[src/rtl/fifo_pkg.sv]
// Shared FIFO constants and the buffered-word-count type used by the read-side stages.
package fifo_pkg;

   localparam int unsigned DATASIZE_DEF = 8;
   localparam int unsigned ADDRSIZE_DEF = 4;

   typedef logic [1:0] level_t;

   localparam level_t LVL_EMPTY = 2'd0;
   localparam level_t LVL_ONE   = 2'd1;
   localparam level_t LVL_FULL  = 2'd2;

endpackage

[src/rtl/read_fwft.sv]
// Two-entry first-word-fall-through buffer between the FIFO read port and a valid/ready consumer.
// Define READ_FWFT_LEVEL_EN to expose the buffered word count on the level port.
module read_fwft
   import fifo_pkg::*;
#(
   parameter int unsigned DATASIZE = DATASIZE_DEF,
   parameter int unsigned ADDRSIZE = ADDRSIZE_DEF
) (
   input  logic                rclk,
   input  logic                rst,
   input  logic                empty,
   input  logic [DATASIZE-1:0] rdata,
   output logic                signal_read,
   output logic [DATASIZE-1:0] m_data,
   output logic                m_valid,
`ifdef READ_FWFT_LEVEL_EN
   output level_t              level,
`endif
   input  logic                m_ready
);

   logic [DATASIZE-1:0] head_q, head_d;
   logic [DATASIZE-1:0] tail_q, tail_d;
   level_t              count_q, count_d;
   logic                pop;
   logic                push;

   always_comb begin
      head_d      = head_q;
      tail_d      = tail_q;
      count_d     = count_q;
      m_valid     = (count_q != LVL_EMPTY);
      pop         = m_valid & m_ready;
      // Memory has zero latency, so the word fetched by signal_read is captured on the same edge.
      signal_read = ~rst & ~empty & ((count_q != LVL_FULL) | pop);
      push        = signal_read;

      case (count_q)
         LVL_EMPTY: begin
            if (push) begin
               head_d  = rdata;
               count_d = LVL_ONE;
            end
         end
         LVL_ONE: begin
            if (push && pop) begin
               head_d = rdata;
            end else if (push) begin
               tail_d  = rdata;
               count_d = LVL_FULL;
            end else if (pop) begin
               count_d = LVL_EMPTY;
            end
         end
         LVL_FULL: begin
            if (pop) begin
               head_d = tail_q;
               if (push) begin
                  tail_d = rdata;
               end else begin
                  count_d = LVL_ONE;
               end
            end
         end
         default: begin
            count_d = LVL_EMPTY;
         end
      endcase
   end

   always_ff @(posedge rclk) begin
      if (rst) begin
         head_q  <= '0;
         tail_q  <= '0;
         count_q <= LVL_EMPTY;
      end else begin
         head_q  <= head_d;
         tail_q  <= tail_d;
         count_q <= count_d;
      end
   end

   assign m_data = head_q;

`ifdef READ_FWFT_LEVEL_EN
   assign level = count_q;
`endif

endmodule

[config.mk]
export PLATFORM = sky130hd
export DESIGN_NAME = read_fwft
export DESIGN_NICKNAME = d
export VERILOG_FILES = /design/src/rtl/fifo_pkg.sv /design/src/rtl/read_fwft.sv
export SDC_FILE = /design/constraint.sdc
export NUM_CORES = 1
export LEC_CHECK = 0
export ABC_AREA = 1
export CORE_MARGIN = 5
export CORE_UTILIZATION = 54
export CTS_BUF_LIST = sky130_fd_sc_hd__clkbuf_2
export CTS_CLUSTER_SIZE = 20
export DETAILED_ROUTE_END_ITERATION = 10
export PLACE_DENSITY = 0.89
export SYNTH_ARGS = -nofsm -noshare
export SYNTH_HDL_FRONTEND = slang
export SYNTH_SLANG_ARGS = --single-unit
[constraint.sdc]
create_clock -name rclk -period 2.4 [get_ports rclk]
set_input_delay 0.6 -clock rclk [delete_from_list [all_inputs] [get_ports rclk]]
set_output_delay 0.6 -clock rclk [all_outputs]
set_load 0.05 [all_outputs]
==> impl_metrics.py <==
metrics = {
    "run_status": {
        "status": "finished, final reports clean",
    },
    "detailed_routing": {
        "ant_nets": 0,
        "vias_per_cell": 5.466,
        "dr.pass1.iters": 7,
        "wl_per_cell_um": 11.45,
        "wl_um": 1992,
        "first_iter_violations": 41,
        "drc": 0,
        "num_vias": 951,
    },
    "clock_tree": {
        "numCtsBuffers": 3,
        "cts_sinks": 18,
        "cts.repair.resized": 0,
        "insertion_delay_ps": 300,
        "cts_hold_buf": 0,
        "cts_post_setup_buffers_inserted": 0,
        "cts.path.max_buffers": 2,
        "cts_root_buf": "clkbuf_2",
        "clk_pin_slew_ps": 160,
        "cts_tree": "yes",
        "htreeDepth": 1,
    },
    "flow_run": {
        "cap_violations": 0,
    },
    "power_and_ir_drop": {
        "switchingPower_uw": 256.9,
        "combPwrFrac": 0.338,
        "p_seq_frac": 0.483,
        "power_frac_clock": 0.179,
        "p_sw_frac": 0.3683,
        "power-per-cell-area_nw_per_um2": 623.0,
        "leakagePower_uw": 0.0005434,
        "internal_power_uw": 440.7,
        "ir_drop_mv": 0.3385,
    },
    "critical_path": {
        "critPathLaunchType": "primary input",
        "path_max_fanout": 5,
        "path_cells": "clkdlybuf4s50_1 -> inv_1 -> nand3_1 -> nand2_1 -> inv_1 -> buf_12",
        "cp_data_arrival_time_ps": 1700,
        "required_ps": 1800,
        "timing_worst_setup_path_type": "primary input to output pin",
        "crit_path_max_incr_delay_ps": 550,
        "path_common_cell": "inv_1",
        "cp-end-kind": "output pin",
        "crit_slowest_cell": "clkdlybuf4s50_1",
    },
    "sta": {
        "fin_ws_ps": 95.19,
        "fin_crit_sh": 0.9603,
        "clock_skew_ps": 4.881,
        "period_needed_ps": 2305,
        "setup-violations-final": 0,
        "rsz0062_at_grt": "no",
        "finalHoldViolCount": 0,
        "report.final.slew_viol_count": 0,
        "max_freq_mhz": 433.9,
        "tightest_slew_ps": 499.2,
        "setup_tns_ps": 0,
        "relSlewSlack": 0.6662,
    },
    "synthesis": {
        "syn_inst": 138,
        "synth-seq-cells": 18,
        "synth_area_per_cell_um2": 6.528,
        "synth_warnings": 0,
        "yosysSeqAreaShare": 0.4000,
        "mappedNetlistNets": 150,
        "synthesis.area_um2": 900.9,
        "yosysUniqueCellTypes": 14,
    },
    "final_layout": {
        "syn_to_final_growth_pct": 24.31,
        "multi_input_comb_area_um2": 446.7,
        "final_cell_mix": "nand2_1 (29), nor2_1 (26), nand3_1 (21)",
        "regArea_um2": 360.3,
        "nets": 172,
        "fill_cells": 141,
        "drive_gt1_frac": 0.07595,
        "design_area_um2": 1120,
        "final_common_cell": "nand2_1",
        "antennaDiodeCount": 0,
        "final_core_util": 0.7265,
    },
    "die": {
        "fp.dieArea_um2": 2585,
        "coreArea_um2": 1541,
        "fp.dieW_um": 50.85,
        "die_h_um": 50.85,
        "initial_core_util": 0.5844,
        "rows": 14,
        "pin_count": 22,
    },
    "grt": {
        "grt_usage": 0.1676,
        "overflow": 0,
        "antenna_found_initial": 0,
        "grt_max_degree": 18,
        "first_global_vias": 789,
        "grt_pass1_wl_um": 3429,
    },
    "placed_design": {
        "place_congestion": 0.7721,
        "preCtsSetupSlack_ps": 136.2,
        "port-buffer-count": 21,
        "post-dp-hpwl_um": 1401,
        "place_area_um2": 1105,
    },
    "min_path": {
        "hold_class": "flop to flop",
    },
}
cell families (layout without fill, tap and decap cells):
| logic type | Yosys count | after routing | share of synthesized area |
|---|---|---|---|
| AO/OA/AOI/OAI | 20 | 20 | 0.1111 |
| flip-flops | 18 | 18 | 0.4000 |
| AND/OR/NAND/NOR | 81 | 81 | 0.3847 |
| buffers and inverters | 19 | 39 | 0.1042 |
registers in the layout, summed over array words and instances, names as in the netlist:
name	cells
m_data	8
tail_q	8
count_q	2
worst max-delay path: cells and delay by family:
family | cells | cell delay [ps]
buffers and inverters | 4 | 900
AND/OR/NAND/NOR | 2 | 200
metal layers:
metal / global-route usage / part of all wire / up-vias
met4: 0.08511 / 0.030 / 0
met5: 0 / 0 / -
met3: 0.03779 / 0.087 / 10
met1: 0.2143 / 0.42 / 401
li1: - / - / 483
met2: 0.2624 / 0.46 / 57
cell usage after synthesis:
master	instances	area share
nor2_1	26	0.11
buf_4	3	0.025
nand3_2	1	0.011
dfxtp_1	18	0.40
nand2_1	29	0.12
o21ai_0	9	0.050
nor2_2	1	0.0069
nand3_1	21	0.12
clkbuf_4	1	0.0083
inv_2	1	0.0042
a21oi_1	11	0.061
nand2_2	3	0.021
buf_6	1	0.012
inv_1	13	0.054
per-stage QoR:
step,instances,power [uW],hold WS [ps]
2_1_floorplan,138,508.3,476.1
6_report,174,697.7,497.5
4_1_cts,174,699.4,503.5
3_5_place_dp,171,579.2,467.4
3_3_place_gp,171,573.9,459.4
5_1_grt,174,740.3,526.0
worst paths after layout:
kind,start,end,slack [ps],depth (start not counted)
max,m_ready,signal_read,100,6
max reg2reg,count_q[1],tail_q[1],750,7
min,m_data[1],m_data[1],500,2
min reg2reg,m_data[1],m_data[1],500,2
power groups by stage:
stage,registers (uW),logic [uW],clock network [uW]
after global placement,343,231,0
final,337,236,125
after global routing,342,255,144
after CTS,337,236,126
after floorplan,404,104,0
after detailed placement,344,235,0
area by class of cell:
class | instances | share of cell area
timing repair buffer | 22 | 0.2011
multi-input combinational | 101 | 0.3989
sequential | 18 | 0.3218
inverter | 14 | 0.04693
tap | 16 | 0.01788
clock buffer | 3 | 0.01341
Power figures use the tool's default switching activity.
